==> config.mk <==
export PLATFORM = sky130hd
export DESIGN_NAME = fma_write_buffer_flat
export DESIGN_NICKNAME = d
export VERILOG_FILES = /design/src/rtl/fma_write_buffer_if.sv /design/src/rtl/fma_write_buffer.sv /design/src/flat_wrapper.sv
export SDC_FILE = /design/constraint.sdc
export NUM_CORES = 1
export LEC_CHECK = 0
export ABC_AREA = 0
export BUFFER_PORTS_ARGS = -buffer_cell sky130_fd_sc_hd__buf_2
export CAP_MARGIN = 5
export CORE_MARGIN = 5
export CORE_UTILIZATION = 55
export DETAILED_ROUTE_END_ITERATION = 6
export HOLD_SLACK_MARGIN = 0.05
export PLACE_DENSITY = 0.77
export SKIP_CTS_REPAIR_TIMING = 1
export SLEW_MARGIN = 40
export SYNTH_ARGS = -nofsm -noshare
export SYNTH_HDL_FRONTEND = slang
export SYNTH_SLANG_ARGS = --single-unit
export TNS_END_PERCENT = 100
==> constraint.sdc <==
create_clock -name clk_in -period 2.5 [get_ports clk_in]
set_input_delay 0.125 -clock clk_in [delete_from_list [all_inputs] [get_ports clk_in]]
set_output_delay 0.125 -clock clk_in [all_outputs]
set_load 0.01 [all_outputs]
==> src/rtl/fma_write_buffer_if.sv <==
// Bus between an FMA result producer, the line-packing write buffer and memory.
// Producer side drives results, flush and ack; the buffer drives the packed line and status.
interface fma_write_buffer_if #(
    parameter int FMA_COUNT  = 2,
    parameter int WORD_WIDTH = 16
);
    localparam int SET_W  = FMA_COUNT * WORD_WIDTH;
    localparam int LINE_W = 3 * SET_W;

    logic [SET_W-1:0]  fma_c_in;
    logic              fma_c_valid_in;
    logic              flush_in;
    logic              line_ack_in;
    logic [LINE_W-1:0] line_out;
    logic              line_valid_out;
    logic              overflow_out;

    modport master (
        output fma_c_in, fma_c_valid_in, flush_in, line_ack_in,
        input  line_out, line_valid_out, overflow_out
    );

    modport slave (
        input  fma_c_in, fma_c_valid_in, flush_in, line_ack_in,
        output line_out, line_valid_out, overflow_out
    );
endinterface

==> src/rtl/fma_write_buffer.sv <==
// Packs three FMA result sets into one memory line and holds it until acknowledged.
// Define FMA_WRITE_BUFFER_OVERFLOW_EN to report dropped result sets on overflow_out.
module fma_write_buffer #(
    parameter int FMA_COUNT  = 2,
    parameter int WORD_WIDTH = 16,
    parameter int LINE_WIDTH = FMA_COUNT * 3 * WORD_WIDTH
) (
    input  logic                    clk_in,
    input  logic                    rst_in,
    fma_write_buffer_if.slave       bus
);
    localparam int SET_W = FMA_COUNT * WORD_WIDTH;

    typedef enum logic [1:0] {EMPTY, ONE, TWO, FULL} fill_t;
    typedef enum logic       {IDLE, HELD}            out_state_t;

    logic [LINE_WIDTH-1:0] acc_q, acc_d, acc_cap;
    logic [LINE_WIDTH-1:0] line_q, line_d;
    fill_t                 fill_q, fill_d, fill_cap;
    out_state_t            state_q, state_d;
    logic                  complete;
    logic                  out_free;

    // Capture stage: the incoming set lands first, so a concurrent flush sees the new fill.
    always_comb begin
        acc_cap  = acc_q;
        fill_cap = fill_q;
        if (bus.fma_c_valid_in && fill_q != FULL) begin
            case (fill_q)
                EMPTY:   acc_cap[0       +: SET_W] = bus.fma_c_in;
                ONE:     acc_cap[SET_W   +: SET_W] = bus.fma_c_in;
                TWO:     acc_cap[2*SET_W +: SET_W] = bus.fma_c_in;
                default: ;
            endcase
            fill_cap = fill_t'(fill_q + 2'd1);
        end
    end

    assign complete = (fill_cap == FULL) ||
                      (bus.flush_in && (fill_cap == ONE || fill_cap == TWO));
    assign out_free = (state_q == IDLE) || bus.line_ack_in;

    always_comb begin
        acc_d   = acc_cap;
        fill_d  = fill_cap;
        line_d  = line_q;
        state_d = state_q;
        if (state_q == HELD && bus.line_ack_in) state_d = IDLE;
        if (complete) begin
            if (out_free) begin
                line_d  = acc_cap;
                state_d = HELD;
                acc_d   = '0;
                fill_d  = EMPTY;
            end else begin
                // A flushed partial line parks as FULL too, so nothing else is accepted.
                fill_d = FULL;
            end
        end
    end

    // NOTE: sequential state uses non-blocking assignments so every flop samples pre-edge values.
    // NOTE: the wide accumulator and line registers are reset because a reset must discard them.
    always_ff @(posedge clk_in or negedge rst_in) begin
        if (!rst_in) begin
            acc_q   <= '0;
            fill_q  <= EMPTY;
            line_q  <= '0;
            state_q <= IDLE;
        end else begin
            acc_q   <= acc_d;
            fill_q  <= fill_d;
            line_q  <= line_d;
            state_q <= state_d;
        end
    end

    assign bus.line_out       = line_q;
    assign bus.line_valid_out = (state_q == HELD);

`ifdef FMA_WRITE_BUFFER_OVERFLOW_EN
    logic overflow_q, overflow_d;

    // The accumulator frees only at the transfer edge, so an ack does not rescue a set.
    always_comb overflow_d = overflow_q | (bus.fma_c_valid_in && fill_q == FULL);

    always_ff @(posedge clk_in or negedge rst_in) begin
        if (!rst_in) overflow_q <= 1'b0;
        else         overflow_q <= overflow_d;
    end

    assign bus.overflow_out = overflow_q;
`else
    assign bus.overflow_out = 1'b0;
`endif

endmodule

==> src/flat_wrapper.sv <==
// flat-port wrapper written by rule: the top's interface ports become plain ports
module fma_write_buffer_flat 
#(
    parameter int FMA_COUNT  = 2,
    parameter int WORD_WIDTH = 16,
    parameter int LINE_WIDTH = FMA_COUNT * 3 * WORD_WIDTH
)
  (clk_in, rst_in, bus_fma_c_in, bus_fma_c_valid_in, bus_flush_in, bus_line_ack_in, bus_line_out, bus_line_valid_out, bus_overflow_out);
  fma_write_buffer_if #(.FMA_COUNT(FMA_COUNT), .WORD_WIDTH(WORD_WIDTH)) bus_i ();
  input  logic clk_in;
  input  logic rst_in;
  input wire logic [$bits(bus_i.fma_c_in)-1:0] bus_fma_c_in;
  input wire logic [$bits(bus_i.fma_c_valid_in)-1:0] bus_fma_c_valid_in;
  input wire logic [$bits(bus_i.flush_in)-1:0] bus_flush_in;
  input wire logic [$bits(bus_i.line_ack_in)-1:0] bus_line_ack_in;
  output wire logic [$bits(bus_i.line_out)-1:0] bus_line_out;
  output wire logic [$bits(bus_i.line_valid_out)-1:0] bus_line_valid_out;
  output wire logic [$bits(bus_i.overflow_out)-1:0] bus_overflow_out;
  assign bus_i.fma_c_in = bus_fma_c_in;
  assign bus_i.fma_c_valid_in = bus_fma_c_valid_in;
  assign bus_i.flush_in = bus_flush_in;
  assign bus_i.line_ack_in = bus_line_ack_in;
  assign bus_line_out = bus_i.line_out;
  assign bus_line_valid_out = bus_i.line_valid_out;
  assign bus_overflow_out = bus_i.overflow_out;
  fma_write_buffer #(.FMA_COUNT(FMA_COUNT), .WORD_WIDTH(WORD_WIDTH), .LINE_WIDTH(LINE_WIDTH)) u_core (.clk_in(clk_in), .rst_in(rst_in), .bus(bus_i));
endmodule
==> results of run 1 <==
[cell usage after synthesis]
library cell,number,area [um^2]
nand2b_1,1,6.26
conb_1,1,3.75
dfrtp_1,195,4880
nor2_1,96,360
buf_6,17,191
xnor2_1,1,8.76
buf_4,5,37.5
o21ai_0,1,5.00
a21oi_1,2,10.0
a21oi_2,2,17.5
mux2i_1,193,1930
nand3b_1,3,22.5
inv_1,102,383
buf_2,12,60.1
ha_1,5,62.6
[worst paths after layout]
check	startpoint	end	slack, ns
setup reg to reg	u_core.fill_q[1]	u_core.bus.line_out[43]	0.08
setup / recovery	u_core.fill_q[1]	u_core.bus.line_out[43]	0.08
max in group asynchronous	rst_in	u_core.acc_q[27]	1.42
min in group asynchronous	rst_in	u_core.bus.line_out[4]	0.30
hold / removal	bus_fma_c_in[18]	u_core.acc_q[50]	0.02
hold reg to reg	u_core.bus.line_out[76]	u_core.bus.line_out[76]	0.51
[registers in the layout (all words and copies together) (netlist names)]
| signal | flops |
|---|---|
| u_core.acc_q | 96 |
| u_core.bus.line_out | 96 |
| u_core.fill_q | 2 |
| u_core.bus.line_valid_out | 1 |
[final cells by class]
type	count	area [um^2]
tap	184	230
clock inverter	8	101
timing repair buffer	187	1360
multi-input combinational	305	2450
sequential	195	4880
clock buffer	24	482
inverter	102	383
fill	1028	4480
[power groups by stage]
stage | registers (mW) | clock network, mW | logic, mW
global route | 4.91 | 2.86 | 6.74
detailed placement | 4.83 | 0 | 5.63
global placement | 4.77 | 0 | 5.37
CTS | 4.80 | 2.72 | 5.65
finish | 4.79 | 2.68 | 6.15
floorplan | 4.90 | 0 | 4.00
[cells by family after synthesis]
kind of cell,Yosys count
compound gates,5
xor+xnor,1
fa+ha+maj,5
buf+inv,136
flops,195
mux,193
other cells,1
simple gates,100
[per-stage QoR]
stage / TNS (ns) / worst slack (ns) / instances
after CTS: 0 / 0.00997 / 970
after detailed placement: 0 / 0.150 / 938
after global routing: -0.384 / -0.0509 / 1005
after global placement: 0 / 0.231 / 938
after floorplan: 0 / 0.395 / 636
final: 0 / 0.0817 / 1005
[tightest hold or removal path, cell delays in order]
cell and delay, ns:
buf_2 0.10, mux2i_1 0.08, nor2_1 0.10
[per-layer routing]
layer | wire length, um | vias up | global-route usage [%] | part of all wire (%)
li1 | - | 2354 | - | -
met1 | 7230 | 2557 | 26.2 | 43
met2 | 8600 | 110 | 31.7 | 51
met3 | 872 | 20 | 7.03 | 5.1
met4 | 273 | 0 | 5.57 | 1.6
met5 | 0 | - | 0 | 0
==> flow_summary.ini, run 1 <==
[synth]
postSynthAreaPerCell_um2 = 12.5
synth_top_family_by_area = multiplexers
synth-adder-area-share_pct = 0.784
syn_nets = 678
yosysWarnings = 0
synth_compound_area_share_pct = 0.408
yosysUniqueCellTypes = 15
synthXorXnorAreaFrac_pct = 0.110
synth-simple-area-share_pct = 4.88
synth_area_um2 = 7980
ys_ff_latch = 195
synth.yosys.seq_area_share_pct = 61.1
netlist_instances = 636
muxShareOfSynthArea_pct = 24.2

[layout]
final_area_um2 = 9890
drive_above_1_share_pct = 23.3
area_delta_synth_final_pct = 23.9
final_util_pct = 68.8
fin_nets = 850
final_common_cell = dfrtp_1
final_cell_mix = dfrtp_1 (195), mux2i_1 (191), buf_2 (132)
diodes = 0

[worst_setup_path]
crit_slowest_cell = dfrtp_1
ff2ff_path_depth = 10
crit_cells = 10
worst-path-max-fanout = 17
critPathLaunchType = flip-flop
cpLargestDelayFamily = adder cells
worstSetupPathType = flip-flop to flip-flop
cpPeakStageDelay_ns = 0.42
critPathArrivalTime_ns = 2.75
path_buf_inv = 3
worstPathRequired_ns = 2.84
critPathCaptureType = flip-flop
path_cells = ha_1, nand2b_4, mux2i_2, inv_1, ha_1, a21oi_2, a21oi_4, buf_12, buf_16, mux2i_2

[power]
p_seq_share_pct = 35.2
vdd_ir_drop_max_mv = 0.723
p_total_mw = 13.6
p_int_mw = 8.76
combPwrFrac_pct = 45.1
p_sw_share_pct = 35.7
clkPwrFrac_pct = 19.7
p_switching_mw = 4.86
p_leak_nw = 5.68
powerDensity_nw_per_um2 = 1380

[timing]
final.period_utilization_pct = 96.7
worst_pin_slew_ns = 0.689
fmax_mhz = 414
setup_viol = 0
period_needed_ns = 2.42
maxSlewHeadroom_pct = 54.1
finalClockSkew_ns = 0.00566
slew_viol_final = 0
finalHoldWorstSlack_ns = 0.0227
hold_violations = 0

[global_route]
grt_max_degree = 84
grt_use_total_pct = 19.9
grt_pass1_vias = 5178
grt_pass1_wl_mm = 26.2
grt-ovfl-total = 0
antenna_found_initial = 0

[detailed_routing]
num_vias = 5041
drt-vias-per-instance = 5.02
wl_per_cell_um = 16.9
wirelength_mm = 17.0
dr.pass1.iters = 5
drcViolationCount = 0
postRouteAntennaNets = 0
drt-initial-drc-count = 301

[clock_network]
cts_tree = built
numCtsBuffers = 17
worstSkewPairLatency_ns = 0.43
cts_buffer_depth = 2
clk_pin_slew_ns = 0.06
root_buffer = clkbuf_16
htree_levels = 4
cts_sinks = 195

[die]
core_um2 = 14400
die_w_um = 130
start_util_pct = 55.5
ios = 135
fp.dieH_um = 130
die_area_um2 = 17000
rows = 44

[placement]
gp_congestion = 0.768
dpl.hpwl_mm = 10.9
numPortBuffers = 133
placed_area_um2 = 8870

[worst_hold_path]
min_path_cells = 3
hold_class = primary input to flip-flop

[job]
maxCapViolCount = 0

[status]
status = completed
(Power assumes the default switching activity.)
==> run 2: changes to the inputs <==
- CORE_UTILIZATION: 55 -> 35
- PLACE_DENSITY: 0.77 -> 0.53
- SKIP_LAST_GASP: default -> 1
==> run 2 against run 1 <==
- register-to-register slack improved by 0.05 ns
- first-iteration DRC count fell by 33%
- global-route usage fell by 6.7 points
- sequential share of layout area fell by 1.5 points
- combinational power rose by 7.6%
- setup slack improved by 0.055 ns
- total power rose by 3.7%
- cell area rose by 3.2%
- count of clock-buffer cells in the layout fell by 7
- utilization fell by 24 points
- routed wire length rose by 4.5%
- highest routed layer unchanged
==> flow_summary.ini, run 2 (same netlist as run 1, synthesis figures left out) <==
[status]
status = completed

[power]
p_seq_share_pct = 33.8
p_leak_nw = 5.78
clkPwrFrac_pct = 19.3
p_total_mw = 14.1
vdd_ir_drop_max_mv = 0.577
p_sw_share_pct = 36.4
p_int_mw = 8.98
combPwrFrac_pct = 46.9
powerDensity_nw_per_um2 = 1380
p_switching_mw = 5.14

[detailed_routing]
wl_per_cell_um = 15.8
drcViolationCount = 0
drt-vias-per-instance = 4.47
postRouteAntennaNets = 0
dr.pass1.iters = 5
num_vias = 5007
drt-initial-drc-count = 201
wirelength_mm = 17.7

[worst_setup_path]
worst-path-max-fanout = 7
critPathLaunchType = flip-flop
reg2reg_from = u_core.fill_q[1]
ff2ff_setup_slack_ns = 0.14
critPathCaptureType = flip-flop
critPathArrivalTime_ns = 2.71
worstSetupPathType = flip-flop to flip-flop
worstPathRequired_ns = 2.85
reg2reg_to = u_core.bus.line_out[87]
ff2ff_path_depth = 11

[layout]
final_cell_mix = dfrtp_1 (193), mux2i_1 (191), buf_2 (132)
drive_above_1_share_pct = 25.6
diodes = 0
num-fill-cells = 2110
fin_nets = 865
final_common_cell = dfrtp_1
area_delta_synth_final_pct = 27.8

[worst_hold_path]
min_to = u_core.acc_q[67]
hold_class = primary input to flip-flop
hold_start = bus_fma_c_in[3]
min_path_cells = 3

[timing]
period_needed_ns = 2.36
fmax_mhz = 423
finalClockSkew_ns = 0.00783
hold_violations = 0
worst_pin_slew_ns = 0.638
slew_viol_final = 0
setup_tns_ns = 0
setup_slack_ns = 0.137
setup_viol = 0
maxSlewHeadroom_pct = 57.5
rsz0062_at_grt = no
final.period_utilization_pct = 94.5

[clock_network]
clk_pin_slew_ns = 0.08
cts_buffer_depth = 2
cts_sinks = 195
numCtsBuffers = 17
htree_levels = 4
cts_tree = built
root_buffer = clkbuf_16
worstSkewPairLatency_ns = 0.43

[global_route]
grt_pass1_wl_mm = 27.5
antenna_found_initial = 0
grt_pass1_vias = 5172
grt_use_total_pct = 13.2
grt_max_degree = 74
grt-ovfl-total = 0

[placement]
dpl.hpwl_mm = 11.3
post-place-ws_ns = 0.0353
numPortBuffers = 133
gp_congestion = 0.758

[die]
start_util_pct = 35.4
core_um2 = 22600
rows = 55
die_w_um = 161
fp.dieH_um = 161
ios = 135
die_area_um2 = 25900

[job]
maxCapViolCount = 0
[run 2: changes by cell type in the layout (fill, tap and decap cells not counted), sizes merged]
cell / delta
buf: +8
inv: +7
clkinv: +3
clkinvlp: -2
clkbuf: -3
dlygate4sd3: +3
bufinv: -1
[run 2: final cells by class]
cell class	count	area [um^2]	share of cell area, %
Tap cell	285	357	3.50
Clock inverter	15	166	1.63
Multi-Input combinational cell	305	2490	24.4
Timing Repair Buffer	202	1500	14.7
Sequential cell	195	4880	47.9
Inverter	102	383	3.75
Clock buffer	17	425	4.17
[run 2: critical path: stages, from the launching register on]
cell and delay (ns):
dfrtp_2 0.44, ha_4 0.17, nand2b_4 0.16, mux2i_2 0.22
inv_2 0.07, ha_4 0.27, a21oi_4 0.07, a21oi_4 0.22
buf_12 0.18, clkbuf_4 0.17, buf_4 0.13, mux2i_1 0.17
[run 2: per-layer routing]
layer  routed length (um)  part of all wire, %  vias up  track usage, %
met2                 8480                   48       93            21.0
met5                    0                    0        -               0
met3                  741                  4.2       16            4.03
met4                  183                  1.0        0            3.45
met1                 8340                   47     2510            17.8
li1                     -                    -     2388               -
[run 2: worst max path at each step]
| stage | start | depth (start not counted) | to |
|---|---|---|---|
| finish | u_core.fill_q[1] | 11 | u_core.bus.line_out[87] |
| global route | u_core.fill_q[1] | 11 | u_core.bus.line_out[0] |
| CTS | u_core.fill_q[1] | 10 | u_core.bus.line_out[53] |
| detailed placement | u_core.fill_q[1] | 10 | u_core.bus.line_out[53] |
| global placement | u_core.fill_q[0] | 10 | u_core.bus.line_out[22] |
| floorplan | u_core.fill_q[0] | 10 | u_core.bus.line_out[23] |
[run 2: per-stage QoR]
step	hold WS (ns)	util (%)	instances	area (um^2)
floorplan	-0.171	-	636	7980
global placement	0.192	39.8	1039	8970
detailed placement	0.208	39.8	1039	8970
CTS	-0.264	42.4	1071	9560
global route	0.0582	45.2	1121	10200
finish	0.0185	45.2	1121	10200
[run 2: power groups by stage]
stage          sequential [mW]  combinational [mW]  clock, mW
3_3_place_gp              4.79                5.34          0
3_5_place_dp              4.84                5.52          0
4_1_cts                   4.78                5.53       2.81
6_report                  4.78                6.62       2.73
5_1_grt                   4.90                7.24       2.94
2_1_floorplan             4.90                4.00          0
